==> config.mk <==
export PLATFORM = sky130hd
export DESIGN_NAME = video_mem_port_flat
export DESIGN_NICKNAME = d
export VERILOG_FILES = /design/src/rtl/video_mem_port_if.sv /design/src/rtl/video_mem_port.sv /design/src/flat_wrapper.sv
export SDC_FILE = /design/constraint.sdc
export NUM_CORES = 1
export LEC_CHECK = 0
export CAP_MARGIN = 20
export CORE_MARGIN = 10
export CORE_UTILIZATION = 42
export DETAILED_ROUTE_END_ITERATION = 6
export PLACE_DENSITY_LB_ADDON = 0.25
export SYNTH_ARGS = -nofsm -noshare
export SYNTH_HDL_FRONTEND = slang
export SYNTH_SLANG_ARGS = --single-unit
==> constraint.sdc <==
create_clock -name clk -period 1.8 [get_ports clk]
set_input_delay 0.18 -clock clk [delete_from_list [all_inputs] [get_ports clk]]
set_output_delay 0.18 -clock clk [all_outputs]
set_load 0.05 [all_outputs]
==> src/rtl/video_mem_port_if.sv <==
// Handshake and memory-side bundle for video_mem_port.
// master: scan/write client plus FIFO head bit; slave: the controller.
interface video_mem_port_if #(
   parameter int ADDR_W = 8
);
   logic              scan_active;
   logic              scan_step;
   logic              pix_bit;
   logic              pix_valid;
   logic              wr_req;
   logic [ADDR_W-1:0] wr_addr;
   logic              wr_data;
   logic              wr_ack;
   logic [ADDR_W-1:0] head;
   logic              aligned;
   logic              align_err;
   logic              fifo_enable;
   logic              fifo_data_in;
   logic              fifo_data_out;

   modport master (
      output scan_active, scan_step, wr_req, wr_addr, wr_data,
      output fifo_data_out,
      input  pix_bit, pix_valid, wr_ack, head, aligned, align_err,
      input  fifo_enable, fifo_data_in
   );

   modport slave (
      input  scan_active, scan_step, wr_req, wr_addr, wr_data,
      input  fifo_data_out,
      output pix_bit, pix_valid, wr_ack, head, aligned, align_err,
      output fifo_enable, fifo_data_in
   );
endinterface

==> src/rtl/video_mem_port.sv <==
// Drives a 1-bit shift-register video memory: scan reads, merged writes,
// recirculation and blanking-time realignment to address 0.
// Ports: clk, rst (sync, active-high), bus (video_mem_port_if.slave).
module video_mem_port #(
   parameter int DEPTH  = 256,
   parameter int ADDR_W = 8
) (
   input  logic              clk,
   input  logic              rst,
   video_mem_port_if.slave   bus
);
   typedef enum logic [1:0] {IDLE, SCAN, SPIN} state_t;

   localparam logic [ADDR_W-1:0] LAST = ADDR_W'(DEPTH - 1);

   state_t            state;
   logic [ADDR_W-1:0] head;
   logic              pix_bit;
   logic              pix_valid;
   logic              wr_ack;
   logic              aligned;
   logic              align_err;

   logic shift;
   logic wr_pend;
   logic hit;
   logic din;

   // The request is still visible during its own ack cycle; it only
   // counts as a new request from the following cycle.
   always_comb begin
      wr_pend = bus.wr_req && !wr_ack;
      shift   = 1'b0;
      if (!rst) begin
         case (state)
            SCAN:    shift = bus.scan_active && bus.scan_step;
            SPIN:    shift = !bus.scan_active;
            default: shift = 1'b0;
         endcase
      end
      hit = shift && wr_pend && (bus.wr_addr == head);
      din = 1'b0;
      if (shift) din = hit ? bus.wr_data : bus.fifo_data_out;
   end

   always_ff @(posedge clk) begin
      if (rst) begin
         state     <= IDLE;
         head      <= '0;
         pix_bit   <= 1'b0;
         pix_valid <= 1'b0;
         wr_ack    <= 1'b0;
         aligned   <= 1'b1;
         align_err <= 1'b0;
      end else begin
         pix_valid <= 1'b0;
         wr_ack    <= hit;
         if (shift) head <= head + 1'b1;
         case (state)
            IDLE: begin
               if (bus.scan_active) begin
                  state   <= SCAN;
                  aligned <= 1'b0;
               end else if (wr_pend) begin
                  state   <= SPIN;
                  aligned <= 1'b0;
               end
            end
            SCAN: begin
               if (shift) begin
                  pix_bit   <= din;
                  pix_valid <= 1'b1;
               end
               if (!bus.scan_active) begin
                  if (head != '0 || wr_pend) begin
                     state <= SPIN;
                  end else begin
                     state   <= IDLE;
                     aligned <= 1'b1;
                  end
               end
            end
            SPIN: begin
               if (bus.scan_active) begin
                  // Blanking too short: resume scanning wherever head is.
                  state     <= SCAN;
                  align_err <= 1'b1;
               end else if (head == LAST && !(wr_pend && !hit)) begin
                  // This shift lands head on 0 with nothing left to merge.
                  state   <= IDLE;
                  aligned <= 1'b1;
               end
            end
            default: begin
               state   <= IDLE;
               aligned <= 1'b1;
            end
         endcase
      end
   end

   assign bus.head         = head;
   assign bus.pix_bit      = pix_bit;
   assign bus.pix_valid    = pix_valid;
   assign bus.wr_ack       = wr_ack;
   assign bus.aligned      = aligned;
   assign bus.align_err    = align_err;
   assign bus.fifo_enable  = shift;
   assign bus.fifo_data_in = din;
endmodule

==> src/flat_wrapper.sv <==
// flat-port wrapper written by rule: the top's interface ports become plain ports
module video_mem_port_flat 
#(
   parameter int DEPTH  = 256,
   parameter int ADDR_W = 8
)
  (clk, rst, bus_scan_active, bus_scan_step, bus_wr_req, bus_wr_addr, bus_wr_data, bus_fifo_data_out, bus_pix_bit, bus_pix_valid, bus_wr_ack, bus_head, bus_aligned, bus_align_err, bus_fifo_enable, bus_fifo_data_in);
  video_mem_port_if #(.ADDR_W(ADDR_W)) bus_i ();
  input  logic clk;
  input  logic rst;
  input wire logic [$bits(bus_i.scan_active)-1:0] bus_scan_active;
  input wire logic [$bits(bus_i.scan_step)-1:0] bus_scan_step;
  input wire logic [$bits(bus_i.wr_req)-1:0] bus_wr_req;
  input wire logic [$bits(bus_i.wr_addr)-1:0] bus_wr_addr;
  input wire logic [$bits(bus_i.wr_data)-1:0] bus_wr_data;
  input wire logic [$bits(bus_i.fifo_data_out)-1:0] bus_fifo_data_out;
  output wire logic [$bits(bus_i.pix_bit)-1:0] bus_pix_bit;
  output wire logic [$bits(bus_i.pix_valid)-1:0] bus_pix_valid;
  output wire logic [$bits(bus_i.wr_ack)-1:0] bus_wr_ack;
  output wire logic [$bits(bus_i.head)-1:0] bus_head;
  output wire logic [$bits(bus_i.aligned)-1:0] bus_aligned;
  output wire logic [$bits(bus_i.align_err)-1:0] bus_align_err;
  output wire logic [$bits(bus_i.fifo_enable)-1:0] bus_fifo_enable;
  output wire logic [$bits(bus_i.fifo_data_in)-1:0] bus_fifo_data_in;
  assign bus_i.scan_active = bus_scan_active;
  assign bus_i.scan_step = bus_scan_step;
  assign bus_i.wr_req = bus_wr_req;
  assign bus_i.wr_addr = bus_wr_addr;
  assign bus_i.wr_data = bus_wr_data;
  assign bus_i.fifo_data_out = bus_fifo_data_out;
  assign bus_pix_bit = bus_i.pix_bit;
  assign bus_pix_valid = bus_i.pix_valid;
  assign bus_wr_ack = bus_i.wr_ack;
  assign bus_head = bus_i.head;
  assign bus_aligned = bus_i.aligned;
  assign bus_align_err = bus_i.align_err;
  assign bus_fifo_enable = bus_i.fifo_enable;
  assign bus_fifo_data_in = bus_i.fifo_data_in;
  video_mem_port #(.DEPTH(DEPTH), .ADDR_W(ADDR_W)) u_core (.clk(clk), .rst(rst), .bus(bus_i));
endmodule
==> results.py <==
metrics = {
    "timing": {
        "fmax_mhz": 492.4,
        "rsz0062_at_grt": "true",
        "final.setup_skew_ns": 0.01359,
        "finalCriticalPeriod_ns": 2.031,
        "slew_violations": 0,
        "post-route-period-util_pct": 112.8,
        "slew_headroom_pct": 64.15,
        "tns_ns": -0.7059,
        "setup_viol": 4,
        "setup_ws_ns": -0.2307,
        "hold_viol": 0,
        "tightest_slew_ns": 0.5361,
    },
    "die": {
        "io-pin-count": 30,
        "die_h_um": 69,
        "die_w_um": 69,
        "floorplan.initialDensity_pct": 44.73,
        "num_rows": 17,
        "coreArea_um2": 2255,
        "dieArea_um2": 4761,
    },
    "critical_path": {
        "end_kind": "flop",
        "cp.required_ns": 2.03,
        "cp-start-kind": "flop",
        "crit_fanout": 4,
        "critical_path_class": "reg -> reg",
        "worstPathArrival_ns": 2.26,
    },
    "drt": {
        "firstDrtPassIters": 4,
        "num_vias": 1042,
        "drc": 0,
        "viasPerCell": 5.316,
        "avgRoutedWirePerCell_um": 16.44,
        "drt_wl_total_um": 3223,
        "initialDrtViolationCount": 89,
        "antenna_left": 0,
    },
    "yosys": {
        "synth_top_family_by_area": "simple AND/OR/NAND/NOR gates",
        "synth_area_per_cell_um2": 8.334,
        "yosysWarnings": 0,
        "ys_ff_latch": 15,
        "yosys-top-cells-area": "dfxtp_1 (30%), xor2_1 (11%), ha_1 (7.4%), nor2_1 (4.1%), nand2b_1 (3.1%)",
        "muxShareOfSynthArea_pct": 3.102,
        "syn_inst": 121,
        "ys_types": 36,
        "yosys.area.top_type_share_pct": 29.78,
        "synth_compound_area_share_pct": 10.42,
        "synthAdderAreaFrac_pct": 7.444,
        "synth-main-ff-cell": "dfxtp_1",
        "synth-xor-area-share_pct": 12.16,
        "synthesis.area_um2": 1008,
        "synth_top_cell_by_area": "dfxtp_1",
        "ys_seq_area_share_pct": 29.78,
        "async_flop_share_pct": 0,
        "synth_edf_count": 0,
        "synthSimpleGateAreaFrac_pct": 31.64,
        "synth_commonest_cells": "dfxtp_1 (15), xor2_1 (13), nor2_1 (11)",
        "syn_nets": 142,
        "synth_most_common_cell": "dfxtp_1",
    },
    "global_routing": {
        "grt_remaining_overflow": 0,
        "grt_usage_pct": 13.01,
        "grt_pass1_wl_um": 5250,
        "grt_max_degree": 17,
        "grt_pass1_vias": 1125,
        "antenna_found_initial": 0,
    },
    "cells_and_area": {
        "area_growth_pct": 63.65,
        "final_cells": 196,
        "final_nets": 190,
        "drive_gt1_share_pct": 37.50,
        "diodes": 0,
        "fill_cells": 168,
    },
    "place": {
        "hpwl_um": 2299,
        "place.gp.congestion": 0.8143,
        "port_buffers": 29,
        "placed_cells": 183,
    },
    "clock_network": {
        "htree_levels": 1,
        "cts_tree": "built",
        "root_buffer": "clkbuf_4",
        "clk-insertion-delay-late_ns": 0.30,
        "postCtsHoldBufs": 0,
        "clock_sinks": 15,
        "numCtsBuffers": 3,
        "clk_pin_slew_ns": 0.10,
        "clock_path_buffers": 2,
    },
    "pwr": {
        "p_per_area_nw_per_um2": 585.4,
        "finalPower_w": 0.0009661,
        "cellLeakagePower_nw": 0.6613,
        "ir_worst_vdd_mv": 0.4809,
    },
    "job": {
        "cap_violations": 0,
    },
    "run_status": {
        "violations": "setup timing",
        "outcome": "complete, but fails checks",
    },
    "min_path": {
        "hp-class": "reg -> reg",
    },
}
==> registers in the layout, summed over array words and instances (netlist names) <==
name                  cells
u_core.bus.align_err      1
u_core.bus.aligned        1
u_core.bus.head           8
u_core.bus.pix_bit        1
u_core.bus.pix_valid      1
u_core.bus.wr_ack         1
u_core.state              2
==> timing repair <==
action	in CTS	in global routing
pin swaps	4	5
setup buffers	7	4
setup endpoints to repair	5	7
resized for setup	15	6
==> per-layer routing <==
layer,global-route usage (%),routed length [um]
met1,13.38,1285
met2,23.69,1753
met3,2.853,119
met4,6.874,65
met5,0,0
==> power breakdown <==
| group | total, W | leakage [nW] | switching [W] | internal [W] |
|---|---|---|---|---|
| Sequential | 0.000366 | 0.129 | 0.0000231 | 0.000342 |
| Clock | 0.000203 | 0.0150 | 0.000117 | 0.0000865 |
| Combinational | 0.000397 | 0.517 | 0.000203 | 0.000195 |
==> stage by stage <==
| stage | area, um^2 | util [%] | hold slack [ns] | worst slack, ns |
|---|---|---|---|---|
| finish | 1650 | 73.20 | 0.4835 | -0.2307 |
| global route | 1650 | 73.20 | 0.5305 | -0.2969 |
| CTS | 1605 | 71.20 | 0.4912 | -0.1832 |
| detailed placement | 1455 | 64.54 | 0.4645 | -0.1867 |
| global placement | 1455 | 64.54 | 0.4555 | -0.1768 |
| floorplan | 1072 | - | 0.4039 | -0.03643 |
==> worst max-delay path: stages (launching register included) <==
cell and delay [ns]:
dfxtp_4 0.40, inv_4 0.05, ha_4 0.26, nand2b_4 0.06, a21oi_4 0.17, buf_4 0.14, buf_6 0.08, buf_4 0.10
a31oi_1 0.09, or4b_1 0.50, nand3_1 0.10
==> logic make-up after synthesis <==
group | Yosys count
buffers and inverters | 13
adders and majority gates | 6
xor gates and xnor gates | 14
AOI/OAI and AO/OA | 16
muxes | 3
DFF | 15
and+or+nand+nor | 54
==> layout make-up <==
cell class | count | area, um^2 | area share [%]
Sequential cell | 15 | 335.3 | 20.32
Inverter | 5 | 21.27 | 1.289
Tap cell | 28 | 35.03 | 2.123
Timing Repair Buffer | 51 | 471.7 | 28.58
Multi-Input combinational cell | 93 | 760.7 | 46.10
Clock buffer | 4 | 26.28 | 1.592
==> worst paths after layout <==
check	from	slack, ns	cells past startpoint	endpoint
min	u_core.bus.align_err	0.48	2	u_core.bus.align_err
max	u_core.state[0]	-0.23	10	u_core.bus.aligned
max reg2reg	u_core.state[0]	-0.23	10	u_core.bus.aligned
min reg2reg	u_core.bus.align_err	0.48	2	u_core.bus.align_err
==> layout by cell type (no fill, tap or decap), types with 2 or more instances in the layout <==
master,Yosys,layout
and3_1,3,3
dfxtp_1,15,5
xor2_2,0,2
xor2_1,13,11
dfxtp_4,0,9
nand4_1,5,5
clkdlybuf4s50_1,0,24
nand2b_4,0,2
clkbuf_4,0,3
nor2_1,11,11
nand3_1,5,4
nor2b_1,3,3
ha_1,6,3
nand2b_1,5,3
inv_1,5,3
nor3_1,5,5
o311ai_0,2,2
a21oi_1,5,4
nand2_1,8,7
buf_4,0,24
ha_4,0,2
buf_12,0,2
Power figures use the tool's default switching activity.
